File: src/rtl/byte_ram_reader_pkg.sv
// Shared constants and helpers for the byte-lane RAM reader and its response FIFO.
package byte_ram_reader_pkg;

   localparam int DEF_NUM_COL    = 4;
   localparam int DEF_ADDR_WIDTH = 12;
   localparam int DEF_FIFO_DEPTH = 3;
   localparam int LANE_WIDTH     = 8;

   // Width of an index into 'depth' entries; never below one bit.
   function automatic int ptr_width(input int depth);
      return (depth <= 1) ? 1 : $clog2(depth);
   endfunction

endpackage

File: src/rtl/resp_fifo.sv
// Synchronous response FIFO with modulo-DEPTH pointers, so any depth works.
module resp_fifo
   import byte_ram_reader_pkg::*;
#(
   parameter int DEPTH = DEF_FIFO_DEPTH,
   parameter int WIDTH = DEF_NUM_COL * LANE_WIDTH,
   localparam int PW   = ptr_width(DEPTH),
   localparam int CW   = ptr_width(DEPTH + 1)
) (
   input  logic             clk,
   input  logic             reset,
   input  logic             push_i,
   input  logic [WIDTH-1:0] push_data_i,
   input  logic             pop_i,
   output logic             valid_o,
   output logic [WIDTH-1:0] data_o,
   output logic [CW-1:0]    count_o
);

   localparam logic [PW-1:0] LAST_PTR  = PW'(DEPTH - 1);
   localparam logic [CW-1:0] DEPTH_CNT = CW'(DEPTH);

   logic [WIDTH-1:0] mem_q [DEPTH];
   logic [PW-1:0]    wr_ptr_q, wr_ptr_d;
   logic [PW-1:0]    rd_ptr_q, rd_ptr_d;
   logic [CW-1:0]    count_q, count_d;
   logic             full;
   logic             do_push;
   logic             do_pop;

   assign full    = (count_q == DEPTH_CNT);
   assign valid_o = (count_q != '0);
   assign do_pop  = pop_i & valid_o;
   assign do_push = push_i & (~full | do_pop);
   assign count_o = count_q;
   assign data_o  = valid_o ? mem_q[rd_ptr_q] : '0;

   // NOTE: every variable driven here gets a default first, otherwise a latch is inferred.
   always_comb begin
      wr_ptr_d = wr_ptr_q;
      rd_ptr_d = rd_ptr_q;
      count_d  = count_q;
      if (do_push) begin
         wr_ptr_d = (wr_ptr_q == LAST_PTR) ? '0 : wr_ptr_q + 1'b1;
      end
      if (do_pop) begin
         rd_ptr_d = (rd_ptr_q == LAST_PTR) ? '0 : rd_ptr_q + 1'b1;
      end
      case ({do_push, do_pop})
         2'b10:   count_d = count_q + 1'b1;
         2'b01:   count_d = count_q - 1'b1;
         default: count_d = count_q;
      endcase
   end

   // NOTE: state registers use non-blocking assignments so every flop samples pre-edge values.
   always_ff @(posedge clk or posedge reset) begin
      if (reset) begin
         wr_ptr_q <= '0;
         rd_ptr_q <= '0;
         count_q  <= '0;
      end else begin
         wr_ptr_q <= wr_ptr_d;
         rd_ptr_q <= rd_ptr_d;
         count_q  <= count_d;
      end
   end

   // NOTE: storage is deliberately not reset; count_q alone decides which entries are live.
   always_ff @(posedge clk) begin
      if (do_push) begin
         mem_q[wr_ptr_q] <= push_data_i;
      end
   end

endmodule

File: src/rtl/byte_ram_reader.sv
// Issues word reads to a registered RAM port, patches bytes written in the issue
// cycle, and buffers responses in order behind a valid/ready interface.
module byte_ram_reader
   import byte_ram_reader_pkg::*;
#(
   parameter int NUM_COL    = DEF_NUM_COL,
   parameter int ADDR_WIDTH = DEF_ADDR_WIDTH,
   parameter int DATA_WIDTH = NUM_COL * LANE_WIDTH,
   parameter int FIFO_DEPTH = DEF_FIFO_DEPTH
) (
   input  logic                  clk,
   input  logic                  reset,
   input  logic                  req_valid,
   output logic                  req_ready,
   input  logic [ADDR_WIDTH-1:0] req_addr,
   output logic                  ram_enb,
   output logic [ADDR_WIDTH-1:0] ram_addrb,
   input  logic [DATA_WIDTH-1:0] ram_dob,
   input  logic                  wr_en,
   input  logic [NUM_COL-1:0]    wr_we,
   input  logic [ADDR_WIDTH-1:0] wr_addr,
   input  logic [DATA_WIDTH-1:0] wr_din,
   output logic                  resp_valid,
   input  logic                  resp_ready,
   output logic [DATA_WIDTH-1:0] resp_data
);

   localparam int            CW        = ptr_width(FIFO_DEPTH + 1);
   localparam logic [CW:0]   DEPTH_SUM = (CW + 1)'(FIFO_DEPTH);

   logic                  issue;
   logic                  inflight_q, inflight_d;
   logic [NUM_COL-1:0]    merge_we_q, merge_we_d;
   logic [DATA_WIDTH-1:0] merge_din_q, merge_din_d;
   logic [DATA_WIDTH-1:0] merged_data;
   logic [CW-1:0]         fifo_count;
   logic [CW:0]           occupancy;

   // Ready depends only on registered state, never on this cycle's inputs.
   assign occupancy = {1'b0, fifo_count} + {{CW{1'b0}}, inflight_q};
   assign req_ready = (occupancy < DEPTH_SUM);
   assign issue     = req_valid & req_ready & ~reset;
   assign ram_enb   = issue;
   assign ram_addrb = issue ? req_addr : '0;

   // A same-cycle write to the read address is invisible to the RAM's read port,
   // so its byte enables and data are captured now and patched in next cycle.
   always_comb begin
      inflight_d  = issue;
      merge_we_d  = '0;
      merge_din_d = merge_din_q;
      if (issue && wr_en && (wr_addr == req_addr)) begin
         merge_we_d  = wr_we;
         merge_din_d = wr_din;
      end
   end

   always_ff @(posedge clk or posedge reset) begin
      if (reset) begin
         inflight_q  <= 1'b0;
         merge_we_q  <= '0;
         merge_din_q <= '0;
      end else begin
         inflight_q  <= inflight_d;
         merge_we_q  <= merge_we_d;
         merge_din_q <= merge_din_d;
      end
   end

   always_comb begin
      merged_data = ram_dob;
      for (int i = 0; i < NUM_COL; i++) begin
         if (merge_we_q[i]) begin
            merged_data[i*LANE_WIDTH +: LANE_WIDTH] = merge_din_q[i*LANE_WIDTH +: LANE_WIDTH];
         end
      end
   end

   resp_fifo #(
      .DEPTH (FIFO_DEPTH),
      .WIDTH (DATA_WIDTH)
   ) u_resp_fifo (
      .clk         (clk),
      .reset       (reset),
      .push_i      (inflight_q),
      .push_data_i (merged_data),
      .pop_i       (resp_ready),
      .valid_o     (resp_valid),
      .data_o      (resp_data),
      .count_o     (fifo_count)
   );

endmodule

File: config.mk
export PLATFORM = sky130hd
export DESIGN_NAME = byte_ram_reader
export DESIGN_NICKNAME = d
export VERILOG_FILES = /design/src/rtl/byte_ram_reader_pkg.sv /design/src/rtl/resp_fifo.sv /design/src/rtl/byte_ram_reader.sv
export SDC_FILE = /design/constraint.sdc
export NUM_CORES = 1
export LEC_CHECK = 0
export ABC_AREA = 0
export ABC_CLOCK_PERIOD_IN_PS = 6750
export BUFFER_PORTS_ARGS = -buffer_cell sky130_fd_sc_hd__buf_2
export CAP_MARGIN = 40
export CORE_MARGIN = 3
export CORE_UTILIZATION = 55
export DETAILED_ROUTE_END_ITERATION = 10
export PLACE_DENSITY_LB_ADDON = 0.15
export SLEW_MARGIN = 20
export SYNTH_ARGS = -nofsm -noshare
export SYNTH_HDL_FRONTEND = slang
export SYNTH_SLANG_ARGS = --single-unit
File: constraint.sdc
create_clock -name clk -period 6.75 [get_ports clk]
set_input_delay 1.35 -clock clk [delete_from_list [all_inputs] [get_ports clk]]
set_output_delay 1.35 -clock clk [all_outputs]
set_load 0.05 [all_outputs]
# --- Yosys cells after proc, flatten, opt, wreduce, memory -nomap -nowiden ---
# Memories as Yosys holds them, arrays and structs flattened.
# Cells that the tools add are included.
word_totals:
  inputBits: 97
  ff_bits: 43
  output_inout_bits: 47
  elab_cells: 42
  ramBits: 96
  mem_count: 1
classes:
  muxes: 12
  bitwise: 7
  n_lt_le_gt_ge: 1
  n_eq_ne: 6
  reduce_logical: 4
  add_sub_neg: 5
memory_table:
  columns: ["name", "depth", "width", "rd", "rd_ports_with_merged_regs", "wr", "line", "source"]
  rows:
  - ["u_resp_fifo.mem_q", 3, 32, 1, 0, 1, "resp_fifo.sv:23", "logic [WIDTH-1:0] mem_q [DEPTH];"]
op_table:
  columns: ["operator", "count"]
  rows:
  - ["$mux 32", 1]
  - ["$mux 8", 4]
  - ["$eq 12x12->1", 1]
  - ["$mux 12", 1]
  - ["$eq 2x2->1 const B", 4]
  - ["$add 2x1->2 const B", 3]
  - ["$and 1x1->1", 4]
  - ["$mux 2", 2]
  - ["$mux 4", 1]
  - ["$pmux 2 s2", 1]
  - ["$reduce_bool 2->1", 2]
  - ["$add 2x1->3", 1]
  - ["$lt 3x2->1 const B", 1]
  - ["$eq 2x1->1 const B", 1]
  - ["$logic_and 1x1->1", 2]
  - ["$mux 1", 2]
  - ["$not 1->1", 2]
  - ["$sub 2x1->2 const B", 1]
  - ["$or 1x1->1", 1]

# --- Depth between registers and ports, before layout ---
# Gate-level depths: netlist (run 1).
depth:
  word_depth: 7
  ltp_mapped: 7
  ltp_nobuf: 6

# --- By module ---
# A second synthesis (run 1) with hierarchy kept.
unflattened:
  cells_unflattened: 381
  area_unflattened_um2: 6218.5
modules_own_cells:
  columns: ["mod", "cells_per_inst", "seq_area_each_um2", "area_per_inst_um2", "n_inst"]
  rows:
  - ["resp_fifo", 232, 3032.9, 4204.0, 1]
  - ["byte_ram_reader", 149, 925.9, 2014.4, 1]

# --- Worst setup path before layout (run 1) ---
# Ideal clock, no wire load.
synth_path:
  kind: "in2reg"
  startpoint: "input port resp_ready"
  endpoint: "memory u_resp_fifo.mem_q[1][0] (netlist name) (enable)"
  arrival_ns: 3.962
  setup_ns: 0.471
  stages: 2
  slack_ns: 2.318
  path_buffers: 0
  required_time_ns: 6.279
  cell_sequence: "o21ai_1 nor3b_1"
synth_between:
  elab_chain_len: 5
synth_lines:
  columns: ["item", "line", "source"]
  rows:
  - ["start: declaration", "byte_ram_reader.sv:24", "input logic resp_ready,"]
  - ["$and 1x1->1", "resp_fifo.sv:33", "assign do_pop = pop_i & valid_o;"]
  - ["$or 1x1->1", "resp_fifo.sv:34", "assign do_push = push_i & (~full | do_pop);"]
  - ["$and 1x1->1", "resp_fifo.sv:34", null]
  - ["$mux 1", "resp_fifo.sv:71", "if (do_push) begin"]
  - ["$mux 1 (not written as such)", "resp_fifo.sv:72", "mem_q[wr_ptr_q] <= push_data_i;"]
  - ["end: declaration", "resp_fifo.sv:23", null]
# Every way passes these cells.

# --- Worst setup path in the final report (run 1) ---
layout_path:
  startpoint: "register u_resp_fifo.count_q[0] (netlist: u_resp_fifo.count_o[0])"
  endpoint: "output port ram_addrb[7]"
layout_between:
  elab_chain_len: 5
layout_lines:
  columns: ["item", "line", "source"]
  rows:
  - ["start: declaration", "resp_fifo.sv:26", "logic [CW-1:0] count_q, count_d;"]
  - ["start signal: assignment", "resp_fifo.sv:65", "count_q <= count_d;"]
  - ["$add 2x1->3", "byte_ram_reader.sv:40", "assign occupancy = {1'b0, fifo_count} + {{CW{1'b0}}, inflight_q};"]
  - ["$lt 3x2->1", "byte_ram_reader.sv:41", "assign req_ready = (occupancy < DEPTH_SUM);"]
  - ["$and 1x1->1 (2 in a row)", "byte_ram_reader.sv:42", "assign issue = req_valid & req_ready & ~reset;"]
  - ["$mux 12", "byte_ram_reader.sv:44", "assign ram_addrb = issue ? req_addr : '0;"]
  - ["end: declaration", "byte_ram_reader.sv:17", "output logic [ADDR_WIDTH-1:0] ram_addrb,"]
# Every way passes these cells.

==> results by group, run 1 <==
Run status
  • Status: completed

CTS
  • CTS resizes: 0
  • Clock transition at path regs: 60 ps
  • Post-CTS Setup Bufs: 0
  • CTS tree: yes
  • Clock Tree Buf Depth: 2
  • Worst-skew pair later-pin latency: 510 ps
  • TritonCTS Buffers: 17
  • CTS Sinks: 139
  • H-tree Lvls: 4
  • Root buf cell: clkbuf_8
  • Hold buffers post-CTS: 0

STA
  • Tmin final: 3632 ps
  • Final hold vios: 0
  • Max-slew violation count: 0
  • Maximum clock frequency: 275.3 MHz
  • Tcrit/Tclk final: 53.81%
  • Post-Route Hold Slack: 503.3 ps
  • Fin worst setup slack: 3118 ps
  • Final setup TNS: 0 ps
  • Relative slew slack: 57.87%
  • Setup Skew: 8.588 ps
  • Worst Max-Slew Pin Slew: 631.9 ps
  • Final setup fails: 0
  • RSZ-0062 raised after global routing: false

Synth
  • Post-Syn Nets: 514
  • Area leader, netlist: edfxtp_1
  • Sequential fraction of the synthesis area: 66.50%
  • Syn. warnings: 0
  • Average cell area after synthesis: 14.38 µm²
  • Register bit total from synthesis: 139
  • Yosys top cell area share: 48.42%
  • Cells after Synth: 414
  • Synth area leaders: edfxtp_1 (48%), dfrtp_1 (18%), mux2_2 (12%)
  • Post-Syn Area: 0.005953 mm²
  • Netlist cell types: 27

Worst hold path
  • Hold Path Depth: 1
  • Min-Delay Endpoint: merge_din_q[28]
  • Min-Delay Startpoint: merge_din_q[28]
  • Worst hold path type: flop to flop

Floorplanning
  • Initial Utilization: 57.15%
  • Row Count: 37
  • Die area: 0.01211 mm²
  • Io pins: 144
  • Die Y-Extent: 110.0 µm
  • Placeable core area: 0.01042 mm²
  • Die W: 110.0 µm

Critical path
  • Cell Chain, Critical Path: ha_1 -> ha_1 -> a21oi_4 -> and3_1 -> buf_2
  • Crit path top cell by count: ha_1
  • R2r startpoint: u_resp_fifo.count_o[0]
  • Crit path kind: flop to primary output
  • Reg2Reg Depth: 7
  • Reg2Reg Setup Slack: 3860 ps
  • CP max-delay cell: dfrtp_1
  • Critical Path Max Stage Delay: 480 ps
  • Critical R2R Capture: merge_din_q[16]
  • Critical path arrival: 2280 ps
  • CP required: 5400 ps
  • Worst setup EP type: primary output
  • Critical path's top delay family: adder cells
  • Buf/Inv on CP: 1
  • CP Launch Type: flop
  • Crit path max fanout: 15

GRT
  • Gr ovfl total: 0
  • First-pass GRT wire length: 18880 µm
  • Total GRT Usage: 21.27%
  • Largest net degree at the start of global routing: 35
  • Initial antenna violation count: 0
  • Vias in the first global route: 3787

Pwr
  • Total power: 3.197 mW
  • Clock network fraction of total power: 27.4%
  • Sw Share: 42.00%
  • Pwr/cell area: 427.1 mW/mm²
  • P_sw: 1.343 mW
  • Maximum vdd ir drop: 0.2565 mV
  • Combinational share of power: 38.4%
  • Leakage Power: 3.292 nW
  • Int Power: 1.854 mW
  • Sequential share of power: 34.1%

Cells and area
  • Fillcell total: 736
  • Layout Cells excl Fill: 715
  • Register Area: 0.003961 mm²
  • Synth-to-layout area growth: 25.73%
  • Final net count: 665
  • Area taken by multi-input logic gates: 0.001892 mm²
  • Fraction of layout cells with a size suffix above 1: 45.16%

Placement
  • RD Place Congestion: 0.7435
  • DP HPWL: 8290 µm
  • Dpl cells: 682
  • Port Buffer Count: 143
  • Dpl ws: 3184 ps

Routing
  • DR iter-0 viols: 183
  • Drt total wl: 12350 µm
  • Post-DR wirelength/cell: 17.28 µm
  • Vias post-DR: 3802
  • ANT nets after route: 0
  • DRC errors left: 0
  • First drt pass iteration count: 4
  • Vias per cell: 5.317

Run
  • Max-Cap Viols: 0
==> cell families (layout without fill, tap and decap cells) <==
group | after synthesis | after routing | share of synthesized area (%)
muxes | 97 | 97 | 17.68
AOI/OAI and AO/OA | 37 | 37 | 3.384
xor gates and xnor gates | 15 | 15 | 2.207
and+or+nand+nor | 97 | 97 | 7.503
adders and majority gates | 3 | 3 | 0.6306
buffers and inverters | 26 | 190 | 2.102
DFF | 139 | 139 | 66.50
other | 0 | 1 | 0
==> flip-flops by register name, indices dropped and copies added, names as in the netlist <==
signal	count
u_resp_fifo.wr_ptr_q	2
u_resp_fifo.rd_ptr_q	2
inflight_q	1
u_resp_fifo.count_o	2
merge_din_q	32
merge_we_q	4
u_resp_fifo.mem_q	96
==> per-layer routing <==
metal	part of all wire, %	wire length [µm]	GRT usage (%)
met1	42	5132	26.31
met2	52	6375	37.13
met3	5.7	704	5.009
met4	1.1	142	6.500
met5	0	0	0
==> through the flow <==
step | area, µm² | utilization [%]
floorplan | 5953 | -
global placement | 6788 | 65.17
detailed placement | 6913 | 66.37
CTS | 7482 | 71.83
global route | 7482 | 71.83
finish | 7485 | 71.86
==> worst max-delay path by stage <==
stage	startpoint	endpoint	slack, ps	cells after the start
final	u_resp_fifo.count_o[0]	ram_addrb[7]	3120	5
after global routing	u_resp_fifo.count_o[0]	ram_addrb[6]	3000	5
after CTS	u_resp_fifo.count_o[0]	ram_addrb[7]	3100	5
after detailed placement	reset	ram_addrb[0]	3180	4
after global placement	reset	merge_din_q[16]	2910	6
after floorplan	resp_ready	u_resp_fifo.mem_q[1][0]	2320	2
==> layout make-up <==
cell class	count	share of cell area [%]
flip-flops and latches	139	52.93
multi-input cells	249	25.28
repair buffers	155	11.74
clock buffers	17	5.533
well taps	136	2.273
clock inverters	15	2.073
inverters	3	0.1505
diodes	1	0.03343
==> synth_stat cells (all sizes together) <==
cell type  number
edfxtp         96
nor2           67
mux2           65
dfrtp          43
a21oi          33
mux2i          32
clkbuf         16
xnor2          14
and3           12
buf             7
and2            5
nand2           4
ha              3
inv             3
nand4           3
a21o            2
nor3b           2
o21ai           2
and2b           1
nand3           1
nor3            1
nor4            1
xor2            1
==> layout by cell type, fill, tap and decap left out, types with 2 or more instances in the layout <==
| master | count |
|---|---|
| buf_2 | 143 |
| clkinv_4 | 2 |
| dfrtp_2 | 2 |
| nor2_1 | 66 |
| inv_8 | 5 |
| buf_4 | 6 |
| buf_6 | 2 |
| inv_6 | 3 |
| nand4_1 | 3 |
| nand2_1 | 4 |
| mux2_2 | 64 |
| edfxtp_1 | 96 |
| nor3b_2 | 2 |
| a21o_1 | 2 |
| clkinv_2 | 2 |
| dfrtp_1 | 41 |
| xnor2_1 | 14 |
| clkbuf_16 | 16 |
| a21oi_1 | 32 |
| buf_12 | 2 |
| buf_16 | 2 |
| clkinvlp_4 | 2 |
| mux2i_1 | 32 |
| ha_1 | 3 |
| and2_1 | 5 |
| inv_1 | 2 |
| and3_1 | 12 |
==> power groups by stage <==
stage	clock network, mW	logic [mW]	registers, mW
5_1_grt	0.933	1.31	1.10
3_5_place_dp	0	1.23	1.11
2_1_floorplan	0	0.957	1.05
3_3_place_gp	0	1.12	1.15
4_1_cts	0.892	1.24	1.09
6_report	0.877	1.23	1.09
No activity file was read; power rests on OpenSTA's default activity.
==> run 2: changes to the inputs <==
ABC_CLOCK_PERIOD_IN_PS = 3700   (was 6750)
CORE_UTILIZATION = 53   (was 55)
clock period = 3.7 ns   (was 6.75 ns; I/O delays follow)
==> results by group, run 2 (synthesis gave the netlist of run 1 again) <==
STA
  • Final hold vios: 0
  • Final setup TNS: 0 ps
  • Relative slew slack: 55.52%
  • Maximum clock frequency: 331.3 MHz
  • Tcrit/Tclk final: 81.57%
  • Tmin final: 3018 ps
  • Setup Skew: 9.347 ps
  • Worst Max-Slew Pin Slew: 662.7 ps
  • Fin worst setup slack: 681.8 ps
  • Final setup fails: 0
  • RSZ-0062 raised after global routing: false
  • Max-slew violation count: 0

CTS
  • TritonCTS Buffers: 17
  • H-tree Lvls: 4
  • Worst-skew pair later-pin latency: 520 ps
  • Clock transition at path regs: 60 ps
  • CTS Sinks: 139
  • CTS resizes: 0
  • Clock Tree Buf Depth: 2
  • Post-CTS Setup Bufs: 0
  • Hold buffers post-CTS: 0
  • CTS tree: yes
  • Root buf cell: clkbuf_8

Floorplanning
  • Placeable core area: 0.01089 mm²
  • Io pins: 144
  • Die Y-Extent: 112.0 µm
  • Initial Utilization: 54.68%
  • Row Count: 38
  • Die area: 0.01254 mm²
  • Die W: 112.0 µm

Cells and area
  • Synth-to-layout area growth: 25.41%
  • Regs by FF count: u_resp_fifo.mem_q: 96 flops, merge_din_q: 32 flops, merge_we_q: 4 flops
  • Largest register FFs: 96
  • Fraction of layout cells with a size suffix above 1: 44.48%
  • Final net count: 667
  • Area taken by multi-input logic gates: 0.001904 mm²
  • Reg with most FFs: u_resp_fifo.mem_q
  • Ant diodes: 0
  • Most common cell after layout, fill and taps aside: buf_2
  • Fillcell total: 811
  • Register Area: 0.003961 mm²
  • Most frequent cells in the layout: buf_2 (143), edfxtp_1 (96), nor2_1 (66), mux2_2 (64), dfrtp_1 (41)

Pwr
  • Combinational share of power: 39.6%
  • Leakage Power: 3.291 nW
  • Clock network fraction of total power: 26.2%
  • Pwr/cell area: 770.8 mW/mm²
  • Sw Share: 41.01%
  • Int Power: 3.394 mW
  • Maximum vdd ir drop: 0.4973 mV
  • P_sw: 2.360 mW
  • Sequential share of power: 34.2%

GRT
  • Vias in the first global route: 3982
  • First-pass GRT wire length: 19820 µm
  • Total GRT Usage: 20.51%
  • Largest net degree at the start of global routing: 51
  • Initial antenna violation count: 0
  • Gr ovfl total: 0

Routing
  • DRC errors left: 0
  • ANT nets after route: 0
  • Vias per cell: 5.200
  • Vias post-DR: 3744
  • Drt total wl: 12230 µm
  • First drt pass iteration count: 4
  • DR iter-0 viols: 146
  • Post-DR wirelength/cell: 16.99 µm

Critical path
  • CP required: 2960 ps
  • Worst setup EP type: primary output
  • Crit path kind: flop to primary output
  • CP Launch Type: flop
  • Critical path arrival: 2280 ps
  • Crit path max fanout: 15

Placement
  • Dpl ws: 1057 ps
  • RD Place Congestion: 0.7629
  • DP HPWL: 8295 µm
  • Port Buffer Count: 143

Run
  • Max-Cap Viols: 0

Run status
  • Status: completed

Worst hold path
  • Worst hold path type: input port to asynchronous set/reset pin
==> run 2: layout make-up <==
cell class	count	area share (%)
Sequential cell	139	53.06
Inverter	3	0.1508
Clock inverter	10	1.006
Clock buffer	22	6.067
Tap cell	140	2.346
Multi-Input combinational cell	249	25.51
Timing Repair Buffer	157	11.87
==> run 2: worst paths after layout <==
path	slack [ps]	cells after the start	end	from
max	680	5	ram_addrb[5]	u_resp_fifo.count_o[0]
min	260	2	merge_din_q[31]	reset
max reg2reg	1070	7	merge_din_q[20]	u_resp_fifo.count_o[0]
min reg2reg	480	1	merge_din_q[31]	merge_din_q[31]
max in group asynchronous	2930	3	u_resp_fifo.rd_ptr_q[0]	reset
min in group clk	420	2	merge_we_q[0]	wr_we[0]
==> run 2: critical path, stage by stage (launching register included) <==
cell and delay, ps:
dfrtp_1 470, ha_1 220, ha_1 300, a21oi_4 300
and3_1 200, buf_2 260
==> run 2: power groups by stage <==
stage | Sequential [mW] | Combinational [mW] | Clock [mW]
6_report | 1.97 | 2.28 | 1.51
3_3_place_gp | 2.04 | 2.15 | 0
3_5_place_dp | 2.05 | 2.17 | 0
5_1_grt | 1.98 | 2.43 | 1.61
4_1_cts | 2.02 | 2.18 | 1.54
2_1_floorplan | 1.92 | 1.75 | 0
==> run 2: metrics by stage <==
step                      instance area [µm²]  instances  hold WS, ps  total power, mW  utilization (%)
after global placement                   6848        683        465.5            4.184            62.89
after detailed placement                 6868        684        474.6            4.222            63.08
after floorplan                          5963        414        452.2            3.663                -
after CTS                                7396        716        250.6            5.746            67.93
after global routing                     7466        720        274.1            6.020            68.57
final                                    7466        720        257.0            5.755            68.57
==> run 2: metal layers <==
metal / up-vias / part of all wire (%) / global-route usage (%)
met5: - / 0 / 0
met4: 0 / 1.4 / 7.692
met3: 15 / 6.2 / 5.761
met2: 120 / 50 / 34.05
met1: 1789 / 43 / 25.83
li1: 1820 / - / -
